`config.mk`:
```
export PLATFORM = sky130hd
export DESIGN_NAME = lif_neuron_array
export DESIGN_NICKNAME = d
export VERILOG_FILES = /design/src/rtl/lif_neuron_array.sv
export SDC_FILE = /design/constraint.sdc
export NUM_CORES = 1
export LEC_CHECK = 0
export CORE_AREA = 3 3 95 97
export CTS_CLUSTER_SIZE = 12
export DETAILED_ROUTE_END_ITERATION = 10
export DIE_AREA = 0 0 98 100
export HOLD_SLACK_MARGIN = 0.12
export PLACE_DENSITY = 0.81
export SYNTH_ARGS = -nofsm -noshare
export SYNTH_HDL_FRONTEND = slang
export SYNTH_SLANG_ARGS = --single-unit
```
`constraint.sdc`:
```
create_clock -name clk -period 8.21 [get_ports clk]
set_input_delay 0.821 -clock clk [delete_from_list [all_inputs] [get_ports clk]]
set_output_delay 0.821 -clock clk [all_outputs]
set_load 0.05 [all_outputs]
```
`src/rtl/lif_neuron_array.sv`:
```
// Array of leaky integrate-and-fire neurons with shift leak,
// refractory hold, two reset modes and a saturating spike counter.
module lif_neuron_array #(
  parameter int N_NEURONS   = 2,
  parameter int WIDTH       = 8,
  parameter int REFRAC_BITS = 3,
  parameter int CNT_WIDTH   = 16
) (
  input  logic                         clk,
  input  logic                         rst,
  input  logic                         en,
  input  logic [N_NEURONS*WIDTH-1:0]   current,
  input  logic [2:0]                   beta,
  input  logic [WIDTH-1:0]             threshold,
  input  logic [REFRAC_BITS-1:0]       refrac_len,
  input  logic                         reset_mode,
  input  logic                         cnt_clr,
  output logic [N_NEURONS-1:0]         spike,
  output logic [N_NEURONS*WIDTH-1:0]   state,
  output logic [CNT_WIDTH-1:0]         spike_total
);

  localparam int POP_W = 4;

  logic [N_NEURONS-1:0] fire_v;
  logic [N_NEURONS-1:0] spike_d;
  logic [N_NEURONS-1:0] spike_q;
  logic [POP_W-1:0]     pop;
  logic [CNT_WIDTH:0]   cnt_sum;
  logic [CNT_WIDTH-1:0] cnt_q;
  logic [CNT_WIDTH-1:0] cnt_d;

  for (genvar g = 0; g < N_NEURONS; g++) begin : g_neuron
    logic [WIDTH-1:0]       mem_q;
    logic [WIDTH-1:0]       mem_d;
    logic [WIDTH-1:0]       cur;
    logic [WIDTH-1:0]       leaked;
    logic [WIDTH:0]         sum_wide;
    logic [WIDTH-1:0]       sum_sat;
    logic [REFRAC_BITS-1:0] ref_q;
    logic [REFRAC_BITS-1:0] ref_d;
    logic                   refractory;
    logic                   fire;

    assign cur = current[g*WIDTH +: WIDTH];

    // Leak, integrate (unless refractory), saturate, threshold test
    always_comb begin
      leaked     = mem_q - (mem_q >> beta);
      refractory = (ref_q != '0);
      sum_wide   = {1'b0, leaked};
      if (!refractory) begin
        sum_wide = {1'b0, leaked} + {1'b0, cur};
      end
      sum_sat = sum_wide[WIDTH-1:0];
      if (sum_wide[WIDTH]) begin
        sum_sat = '1;
      end
      fire  = !refractory && (sum_sat >= threshold);
      mem_d = sum_sat;
      ref_d = ref_q;
      if (refractory) begin
        ref_d = ref_q - 1'b1;
      end else if (fire) begin
        ref_d = refrac_len;
        mem_d = reset_mode ? '0 : (sum_sat - threshold);
      end
    end

    // Membrane and refractory registers, frozen while disabled
    always_ff @(posedge clk or posedge rst) begin
      if (rst) begin
        mem_q <= '0;
        ref_q <= '0;
      end else if (en) begin
        mem_q <= mem_d;
        ref_q <= ref_d;
      end
    end

    assign fire_v[g]               = fire;
    assign state[g*WIDTH +: WIDTH] = mem_q;
  end

  assign spike_d = en ? fire_v : '0;

  // Number of spikes being registered this edge
  always_comb begin
    pop = '0;
    for (int i = 0; i < N_NEURONS; i++) begin
      pop = pop + {{(POP_W-1){1'b0}}, spike_d[i]};
    end
  end

  // Saturating accumulate; clear wins over same-cycle spikes
  always_comb begin
    cnt_sum = {1'b0, cnt_q} + {{(CNT_WIDTH+1-POP_W){1'b0}}, pop};
    cnt_d   = cnt_sum[CNT_WIDTH-1:0];
    if (cnt_sum[CNT_WIDTH]) begin
      cnt_d = '1;
    end
    if (cnt_clr) begin
      cnt_d = '0;
    end
  end

  // Spike flags and spike counter registers
  always_ff @(posedge clk or posedge rst) begin
    if (rst) begin
      spike_q <= '0;
      cnt_q   <= '0;
    end else begin
      spike_q <= spike_d;
      cnt_q   <= cnt_d;
    end
  end

  assign spike       = spike_q;
  assign spike_total = cnt_q;

endmodule

```
==> impl_metrics.env, run 1 <==
export IMPL_setup_failing_eps_final=0
export IMPL_multi_input_comb_area_sq_um=3350
export IMPL_syn_to_final_growth_pct=19.9
export IMPL_worst_path_max_fanout=14
export IMPL_number_of_global_route_vias_before_repair=4134
export IMPL_synth_main_ff_cell="sky130_fd_sc_hd__dfrtp_1"
export IMPL_cts_tree="built"
export IMPL_final_net_count=689
export IMPL_startpoint_type="input pin"
export IMPL_gp_routability_congestion=0.861
export IMPL_floorplan_initialDensity_pct=55.4
export IMPL_clock_skew_ns=0.00776
export IMPL_design_core_area_sq_um=8220
export IMPL_synth_sequential_area_ratio_pct=22.0
export IMPL_standard_cell_row_count=33
export IMPL_detailedRoute_firstIterationViolations=312
export IMPL_postSynthAreaPerCell_sq_um=8.57
export IMPL_layout_cells_most_common_list="sky130_fd_sc_hd__clkdlybuf4s50_1, sky130_fd_sc_hd__ha_1, sky130_fd_sc_hd__a21oi_1, sky130_fd_sc_hd__dfrtp_1, sky130_fd_sc_hd__nor2_1"
export IMPL_cts_buffers_inserted=5
export IMPL_die_h_um=100
export IMPL_post_cts_resized_instances=0
export IMPL_synthesis_area_sq_um=4550
export IMPL_critical_path_arrival_ns=7.71
export IMPL_max_slew_margin_rel_pct=46.4
export IMPL_num_fill_cells=694
export IMPL_yosysWarnings=0
export IMPL_clkSlewWorstSetupHoldPaths_ns=0.09
export IMPL_hold_slack_ns=0.488
export IMPL_route_detailed_vias_per_inst=6.05
export IMPL_antennaDiodeCount=0
export IMPL_report_final_hold_viol_count=0
export IMPL_global_route_wire_length_before_repair_um=19700
export IMPL_drt_pre_antenna_iters=5
export IMPL_die_area_sq_um=9800
export IMPL_clkLatencyLatePin_ns=0.30
export IMPL_setup_repair_after_global_routing_missed_its_margin="no"
export IMPL_netlist_instances=531
export IMPL_grt_ovfl_total=0
export IMPL_max_stage_delay_ns=0.45
export IMPL_portBuffers=68
export IMPL_io_pins=69
export IMPL_htree_num_levels=2
export IMPL_post_cts_setup_buffer_count=0
export IMPL_antenna_found_initial=0
export IMPL_root_buffer="sky130_fd_sc_hd__clkbuf_8"
export IMPL_route_vias_total=4248
export IMPL_critical_path_top_cell_by_count="sky130_fd_sc_hd__a21oi_1"
export IMPL_worstSetupPathType="input pin to flop"
export IMPL_critical_path_slowest_cell="sky130_fd_sc_hd__clkdlybuf4s50_1"
export IMPL_setup_worst_path_end_class="flop"
export IMPL_detailed_place_hpwl_um=9160
export IMPL_fin_cells=702
export IMPL_final_period_utilization_pct=91.2
export IMPL_synth_distinct_cells=64
export IMPL_setup_worst_path_start="beta[0]"
export IMPL_final_seq_area_sq_um=1000
export IMPL_drc=0
export IMPL_cts_path_max_buffers=2
export IMPL_grt_total_usage_pct=24.1
export IMPL_route_detailed_wl_per_inst_um=16.4
export IMPL_yosys_register_bits=40
export IMPL_critical_path_n_buffers_inverters=3
export IMPL_wirelength_um=11500
export IMPL_synth_edf_count=0
export IMPL_setup_total_negative_slack_ns=0
export IMPL_worst_path_dominant_cell_family="simple AND/OR/NAND/NOR gates"
export IMPL_mostFrequentLayoutCell="sky130_fd_sc_hd__clkdlybuf4s50_1"
export IMPL_critPathRequiredTime_ns=8.43
export IMPL_largest_net_degree_at_the_start_of_global_routing=41
export IMPL_clock_sink_count=40
export IMPL_hold_path_startpoint="g_neuron[1].ref_q[0]"
export IMPL_synthesized_net_count=624
export IMPL_fmax_ghz=0.133
export IMPL_period_needed_ns=7.49
export IMPL_hold_path_class="flop to flop"
export IMPL_ffs_w_async_s_r_synth_pct=100
export IMPL_finalMaxSlewViolations=0
export IMPL_ctsHoldBuffers=0
export IMPL_r2r_start="g_neuron[1].mem_q[4]"
export IMPL_worst_slew_pin_slew_ns=0.802
export IMPL_die_width_um=98
export IMPL_drt_antenna_violating_nets=0
export IMPL_cap_violations=0
export IMPL_final_layout_size_suffix_gt1_share_pct=7.54
export IMPL_place_detailed_instances=694
export IMPL_finalCoreUtilization_pct=66.4
export IMPL_status="complete, no violations"
## stage by stage
step           cell area, sq um  worst slack [ns]
3_5_place_dp               5350            0.0637
3_3_place_gp               5350             0.317
2_1_floorplan              4550             0.931
5_1_grt                    5450            0.0257
6_report                   5450             0.719
4_1_cts                    5440             0.385
## cell type report
cell class	count	area share (%)
clock inverter	3	0.436
sequential	40	18.4
multi-input combinational	440	61.4
inverter	30	2.06
clock buffer	5	1.26
tap	105	2.41
timing repair buffer	79	14.1
## cell usage after synthesis (14+ instances only)
library cell,number,area [sq um]
sky130_fd_sc_hd__dfrtp_1,40,1000
sky130_fd_sc_hd__clkbuf_1,15,56.3
sky130_fd_sc_hd__xor2_1,20,175
sky130_fd_sc_hd__o21ai_0,16,80.1
sky130_fd_sc_hd__ha_1,51,638
sky130_fd_sc_hd__nand2_1,27,101
sky130_fd_sc_hd__nor2_1,29,109
sky130_fd_sc_hd__nand3_1,17,85.1
sky130_fd_sc_hd__xnor2_1,23,201
sky130_fd_sc_hd__nor2b_1,15,93.8
sky130_fd_sc_hd__inv_1,28,105
sky130_fd_sc_hd__mux2i_1,17,170
sky130_fd_sc_hd__nand2b_1,14,87.6
sky130_fd_sc_hd__a21o_1,15,113
sky130_fd_sc_hd__a21oi_1,48,240
## worst reg2reg max path: cells and delay by family (launching register included)
kind / cells / cell delay [ns]
compound gates: 13 / 1.98
flops: 1 / 0.47
buf+inv: 1 / 0.05
fa+ha+maj: 6 / 1.99
simple gates: 13 / 2.15
xor+xnor: 2 / 0.28
## layer usage
metal  vias up  wire length [um]  share of wire, %  track usage [%]
met4         0               178               1.5             6.07
met1      2025              5340                46             33.0
met2       115              5440                47             40.5
met3        21               584               5.1             3.47
met5         -                 0                 0                0
li1       2087                 -                 -                -
## worst paths after layout
check,to,slack (ns),depth (start not counted)
setup / recovery,spike_total[15],0.72,35
hold / removal,g_neuron[1].ref_q[0],0.49,1
setup reg to reg,spike_total[15],1.21,35
hold reg to reg,g_neuron[1].ref_q[0],0.49,1
max in group asynchronous,g_neuron[0].mem_q[4],6.92,3
min in group asynchronous,spike_total[14],0.93,3
## registers in the layout, indices dropped and copies added, names as in the netlist
signal	cells
g_neuron.mem_q	16
spike_total	16
g_neuron.ref_q	6
spike	2
## cell families after synthesis
| group | Yosys count | share of synthesized area, % |
|---|---|---|
| compound gates | 179 | 27.7 |
| simple gates | 141 | 16.2 |
| fa+ha+maj | 58 | 17.1 |
| buf+inv | 51 | 4.48 |
| xor+xnor | 43 | 8.28 |
| flops | 40 | 22.0 |
| mux | 19 | 4.24 |
Power of run 1 is not shown: default switching activity piles up to over one toggle a cycle in this logic, so the estimate is an artifact.
==> run 2, diff against run 1 <==
==> config.mk (replaced) <==
export PLATFORM = sky130hd
export DESIGN_NAME = lif_neuron_array
export DESIGN_NICKNAME = d
export VERILOG_FILES = /design/src/rtl/lif_neuron_array.sv
export SDC_FILE = /design/constraint.sdc
export NUM_CORES = 1
export LEC_CHECK = 0
export CORE_AREA = 2 2 104 86
export CTS_CLUSTER_SIZE = 12
export DETAILED_ROUTE_END_ITERATION = 10
export DIE_AREA = 0 0 106 88
export HOLD_SLACK_MARGIN = 0.12
export PLACE_DENSITY = 0.82
export SLEW_MARGIN = 20
export SYNTH_ARGS = -nofsm -noshare
export SYNTH_HDL_FRONTEND = slang
export SYNTH_SLANG_ARGS = --single-unit
==> impl_metrics.env, run 2 (same netlist as run 1, synthesis figures left out) <==
export IMPL_final_layout_size_suffix_gt1_share_pct=7.41
export IMPL_global_route_wire_length_before_repair_um=19600
export IMPL_setup_failing_eps_final=0
export IMPL_period_needed_ns=7.65
export IMPL_grt_total_usage_pct=25.9
export IMPL_detailed_place_hpwl_um=9110
export IMPL_syn_to_final_growth_pct=19.7
export IMPL_die_h_um=88
export IMPL_r2r_start="g_neuron[0].mem_q[4]"
export IMPL_route_detailed_wl_per_inst_um=16.4
export IMPL_report_final_hold_viol_count=0
export IMPL_grt_ovfl_total=0
export IMPL_finalMaxSlewViolations=0
export IMPL_clkSlewWorstSetupHoldPaths_ns=0.08
export IMPL_cts_tree="built"
export IMPL_worst_slew_pin_slew_ns=0.898
export IMPL_hold_path_depth=1
export IMPL_number_of_global_route_vias_before_repair=3977
export IMPL_cap_violations=0
export IMPL_clock_sink_count=40
export IMPL_critPathRequiredTime_ns=8.36
export IMPL_status="complete, no violations"
export IMPL_timing_reg2reg_worst_path_depth=33
export IMPL_clkLatencyLatePin_ns=0.30
export IMPL_largest_net_degree_at_the_start_of_global_routing=41
export IMPL_cts_path_max_buffers=2
export IMPL_io_pins=69
export IMPL_die_area_sq_um=9330
export IMPL_design_core_area_sq_um=8300
export IMPL_mostFrequentLayoutCell="sky130_fd_sc_hd__clkdlybuf4s50_1"
export IMPL_gp_routability_congestion=0.888
export IMPL_antenna_found_initial=0
export IMPL_worstSetupPathType="input pin to flop"
export IMPL_hold_path_class="flop to flop"
export IMPL_reg2reg_slack_ns=1.10
export IMPL_cts_buffers_inserted=5
export IMPL_portBuffers=68
export IMPL_detailedRoute_firstIterationViolations=269
export IMPL_setup_worst_path_start="beta[0]"
export IMPL_htree_num_levels=2
export IMPL_final_net_count=686
export IMPL_root_buffer="sky130_fd_sc_hd__clkbuf_8"
export IMPL_route_detailed_vias_per_inst=5.95
export IMPL_setup_worst_path_end_class="flop"
export IMPL_clock_skew_ns=0.00666
export IMPL_die_width_um=106
export IMPL_antennaDiodeCount=0
export IMPL_ctsHoldBuffers=0
export IMPL_startpoint_type="input pin"
export IMPL_drt_pre_antenna_iters=7
export IMPL_standard_cell_row_count=30
export IMPL_max_slew_margin_rel_pct=40.0
export IMPL_drt_antenna_violating_nets=0
export IMPL_post_route_standard_cell_area_excluding_fillers_sq_um=5450
export IMPL_drc=0
export IMPL_fmax_ghz=0.131
export IMPL_endpoint="spike_total[15]"
export IMPL_wirelength_um=11600
export IMPL_floorplan_initialDensity_pct=54.8
export IMPL_max_stage_delay_ns=0.50
export IMPL_final_period_utilization_pct=93.2
export IMPL_critical_path_arrival_ns=7.80
export IMPL_regToRegEndpoint="spike_total[15]"
export IMPL_critical_path_slowest_cell="sky130_fd_sc_hd__clkdlybuf4s50_1"
export IMPL_layout_cells_most_common_list="sky130_fd_sc_hd__clkdlybuf4s50_1, sky130_fd_sc_hd__ha_1, sky130_fd_sc_hd__a21oi_1, sky130_fd_sc_hd__dfrtp_1, sky130_fd_sc_hd__nor2_1"
export IMPL_route_vias_total=4204
export IMPL_worst_path_max_fanout=16
export IMPL_placedInstanceArea_sq_um=5340
[run 2: layout make-up]
type | instances | area, sq um
fillers | 676 | 2850
multi-input cells | 440 | 3360
inverters | 30 | 113
repair buffers | 76 | 738
clock buffers | 8 | 90.1
flip-flops and latches | 40 | 1000
well taps | 112 | 140
[run 2: worst max-delay path, delay by kind of cell]
kind / cells / cell delay (ns)
xor+xnor: 2 / 0.31
buf+inv: 3 / 0.78
compound gates: 12 / 1.83
simple gates: 11 / 1.89
fa+ha+maj: 6 / 2.16
[run 2: through the flow]
step	cells	hold WS (ns)	utilization [%]	setup slack [ns]	TNS, ns
after CTS	706	0.484	65.4	0.199	0
final	706	0.483	65.6	0.560	0
after detailed placement	698	0.469	64.3	-0.383	-4.70
after global routing	706	0.498	65.6	-0.000759	-0.000759
after global placement	698	0.468	64.3	-0.0909	-1.05
after floorplan	531	0.449	-	0.931	0
[run 2: routing by layer]
layer | vias to the layer above | track usage [%] | share of wire, %
met5 | - | 0 | 0
met4 | 0 | 4.55 | 0.56
met3 | 8 | 2.75 | 4.9
met2 | 133 | 41.1 | 44
met1 | 1983 | 38.8 | 50
li1 | 2080 | - | -
[run 2: how the worst min path moves through the flow]
stage                         start                   end  slack (ns)
2_1_floorplan  g_neuron[1].ref_q[0]  g_neuron[1].ref_q[0]        0.45
3_3_place_gp   g_neuron[0].ref_q[0]  g_neuron[0].ref_q[0]        0.47
3_5_place_dp   g_neuron[0].ref_q[0]  g_neuron[0].ref_q[0]        0.47
4_1_cts        g_neuron[0].ref_q[0]  g_neuron[0].ref_q[0]        0.48
5_1_grt        g_neuron[0].ref_q[0]  g_neuron[0].ref_q[0]        0.50
6_report       g_neuron[0].ref_q[0]  g_neuron[0].ref_q[0]        0.48
[run 2: timing repair]
item	CTS	global route
endpoints found under the hold margin	0	0
endpoints found under the setup margin	14	14
buffers inserted	0	0
resized for setup	1	8
Power of run 2 is left out for the same reason.
==> run 3, diff against run 2 <==
==> config.mk (replaced) <==
export PLATFORM = sky130hd
export DESIGN_NAME = lif_neuron_array
export DESIGN_NICKNAME = d
export VERILOG_FILES = /design/src/rtl/lif_neuron_array.sv
export SDC_FILE = /design/constraint.sdc
export NUM_CORES = 1
export LEC_CHECK = 0
export CORE_AREA = 2 2 109 90
export CTS_CLUSTER_SIZE = 12
export DETAILED_ROUTE_END_ITERATION = 10
export DIE_AREA = 0 0 111 92
export HOLD_SLACK_MARGIN = 0.12
export PLACE_DENSITY = 0.79
export SLEW_MARGIN = 20
export SYNTH_ARGS = -nofsm -noshare
export SYNTH_HDL_FRONTEND = slang
export SYNTH_SLANG_ARGS = --single-unit
export TNS_END_PERCENT = 50
==> constraint.sdc (replaced) <==
create_clock -name clk -period 6.9 [get_ports clk]
set_input_delay 0.69 -clock clk [delete_from_list [all_inputs] [get_ports clk]]
set_output_delay 0.69 -clock clk [all_outputs]
set_load 0.05 [all_outputs]
==> impl_metrics.env, run 3 (same netlist as run 1, synthesis figures left out) <==
export IMPL_status="complete, no violations"
export IMPL_detailed_place_hpwl_um=10600
export IMPL_standard_cell_row_count=32
export IMPL_cts_path_max_buffers=2
export IMPL_wirelength_um=15100
export IMPL_cts_buffers_inserted=5
export IMPL_fmax_ghz=0.150
export IMPL_htree_num_levels=2
export IMPL_cap_violations=0
export IMPL_worst_path_max_fanout=11
export IMPL_max_stage_delay_ns=0.43
export IMPL_grt_total_usage_pct=28.5
export IMPL_period_needed_ns=6.68
export IMPL_die_width_um=111
export IMPL_worstSetupPathType="input pin to flop"
export IMPL_final_net_count=775
export IMPL_route_detailed_vias_per_inst=6.14
export IMPL_setup_repair_after_global_routing_missed_its_margin="yes"
export IMPL_io_pins=69
export IMPL_max_slew_margin_rel_pct=24.5
export IMPL_antennaDiodeCount=0
export IMPL_clkLatencyLatePin_ns=0.29
export IMPL_route_detailed_wl_per_inst_um=18.9
export IMPL_finalMaxSlewViolations=0
export IMPL_route_vias_total=4921
export IMPL_detailedRoute_firstIterationViolations=346
export IMPL_design_core_area_sq_um=9250
export IMPL_startpoint_type="input pin"
export IMPL_number_of_global_route_vias_before_repair=4834
export IMPL_final_period_utilization_pct=96.9
export IMPL_ctsHoldBuffers=0
export IMPL_layout_cells_most_common_list="sky130_fd_sc_hd__buf_4, sky130_fd_sc_hd__clkdlybuf4s50_1, sky130_fd_sc_hd__ha_1, sky130_fd_sc_hd__a21oi_1, sky130_fd_sc_hd__dfrtp_1"
export IMPL_global_route_wire_length_before_repair_um=23800
export IMPL_gp_routability_congestion=0.895
export IMPL_clock_skew_ns=0.0102
export IMPL_critical_path_arrival_ns=6.82
export IMPL_drt_pre_antenna_iters=5
export IMPL_setup_failing_eps_final=0
export IMPL_die_area_sq_um=10200
export IMPL_hold_slack_ns=0.490
export IMPL_report_final_hold_viol_count=0
export IMPL_drc=0
export IMPL_grt_ovfl_total=0
export IMPL_root_buffer="sky130_fd_sc_hd__clkbuf_16"
export IMPL_mostFrequentLayoutCell="sky130_fd_sc_hd__buf_4"
export IMPL_syn_to_final_growth_pct=41.3
export IMPL_setup_worst_path_end_class="flop"
export IMPL_die_h_um=92
export IMPL_final_layout_size_suffix_gt1_share_pct=24.3
export IMPL_hold_path_class="flop to flop"
export IMPL_antenna_found_initial=0
export IMPL_clkSlewWorstSetupHoldPaths_ns=0.07
export IMPL_cts_tree="built"
export IMPL_worst_slew_pin_slew_ns=1.13
export IMPL_clock_sink_count=40
export IMPL_num_fill_cells=676
export IMPL_drt_antenna_violating_nets=0
export IMPL_floorplan_initialDensity_pct=49.2
export IMPL_critPathRequiredTime_ns=7.04
export IMPL_critical_path_slowest_cell="sky130_fd_sc_hd__fa_2"
export IMPL_portBuffers=68
export IMPL_largest_net_degree_at_the_start_of_global_routing=41
-- run 3: cell types whose count changed in the layout (fill, tap and decap cells not counted), moves of 3 or more --
cell / change
sky130_fd_sc_hd__clkbuf_16: +7
sky130_fd_sc_hd__a21oi_1: -7
sky130_fd_sc_hd__fa_1: -3
sky130_fd_sc_hd__a211oi_2: +3
sky130_fd_sc_hd__ha_1: -4
sky130_fd_sc_hd__a21oi_2: +8
sky130_fd_sc_hd__clkbuf_8: -6
sky130_fd_sc_hd__fa_2: +3
sky130_fd_sc_hd__and2_4: +3
sky130_fd_sc_hd__and2_1: -3
sky130_fd_sc_hd__a211oi_1: -3
sky130_fd_sc_hd__ha_2: +4
sky130_fd_sc_hd__buf_4: +82
sky130_fd_sc_hd__buf_12: +3
-- run 3: what timing repair did --
item / in CTS / in global routing
setup endpoints to repair: 15 / 16
resized for setup: 8 / 31
pin swaps: 8 / 20
hold endpoints to repair: 0 / 0
setup buffers: 7 / 10
cloned: 1 / 2
-- run 3: critical path, delay by kind of cell --
kind,cells,cell delay [ns]
fa+ha+maj,6,2.02
compound gates,12,1.70
simple gates,11,1.61
buf+inv,3,0.47
xor+xnor,2,0.31
-- run 3: worst paths after layout --
path / slack [ns] / cells past startpoint / start / endpoint
min in group asynchronous: 0.84 / 3 / rst / spike_total[12]
worst min-delay path: 0.49 / 1 / g_neuron[0].ref_q[0] / g_neuron[0].ref_q[0]
worst min register to register: 0.49 / 1 / g_neuron[0].ref_q[0] / g_neuron[0].ref_q[0]
worst max register to register: 0.35 / 32 / g_neuron[0].mem_q[6] / spike_total[15]
worst max-delay path: 0.22 / 34 / beta[1] / spike_total[15]
max in group asynchronous: 5.67 / 3 / rst / spike_total[5]
-- run 3: layer usage --
layer / vias up / part of all wire (%) / track usage (%) / wire length, um
met5: - / 0 / 0 / 0
met2: 254 / 46 / 46.9 / 6990
met3: 42 / 8.8 / 5.09 / 1330
li1: 2259 / - / - / -
met4: 0 / 2.5 / 8.44 / 381
met1: 2366 / 42 / 38.7 / 6420
-- run 3: area by class of cell --
class                           count  area, sq um  area share [%]
Clock inverter                      3         46.3           0.720
Sequential cell                    40         1000            15.6
Timing Repair Buffer              165         1510            23.5
Multi-Input combinational cell    440         3480            54.2
Tap cell                          119          149            2.32
Clock buffer                        5          125            1.95
Inverter                           30          113            1.75
-- run 3: through the flow --
step / worst slack (ns) / cell area [sq um] / instances / util (%) / TNS (ns)
floorplan: 0.00216 / 4570 / 531 / - / 0
global placement: -0.171 / 5920 / 774 / 64.0 / -1.56
detailed placement: -0.484 / 5920 / 774 / 64.0 / -6.18
CTS: 0.0121 / 6200 / 790 / 67.0 / 0
global route: -0.126 / 6430 / 802 / 69.5 / -0.808
finish: 0.216 / 6430 / 802 / 69.5 / 0
Power of run 3 is left out for the same reason.
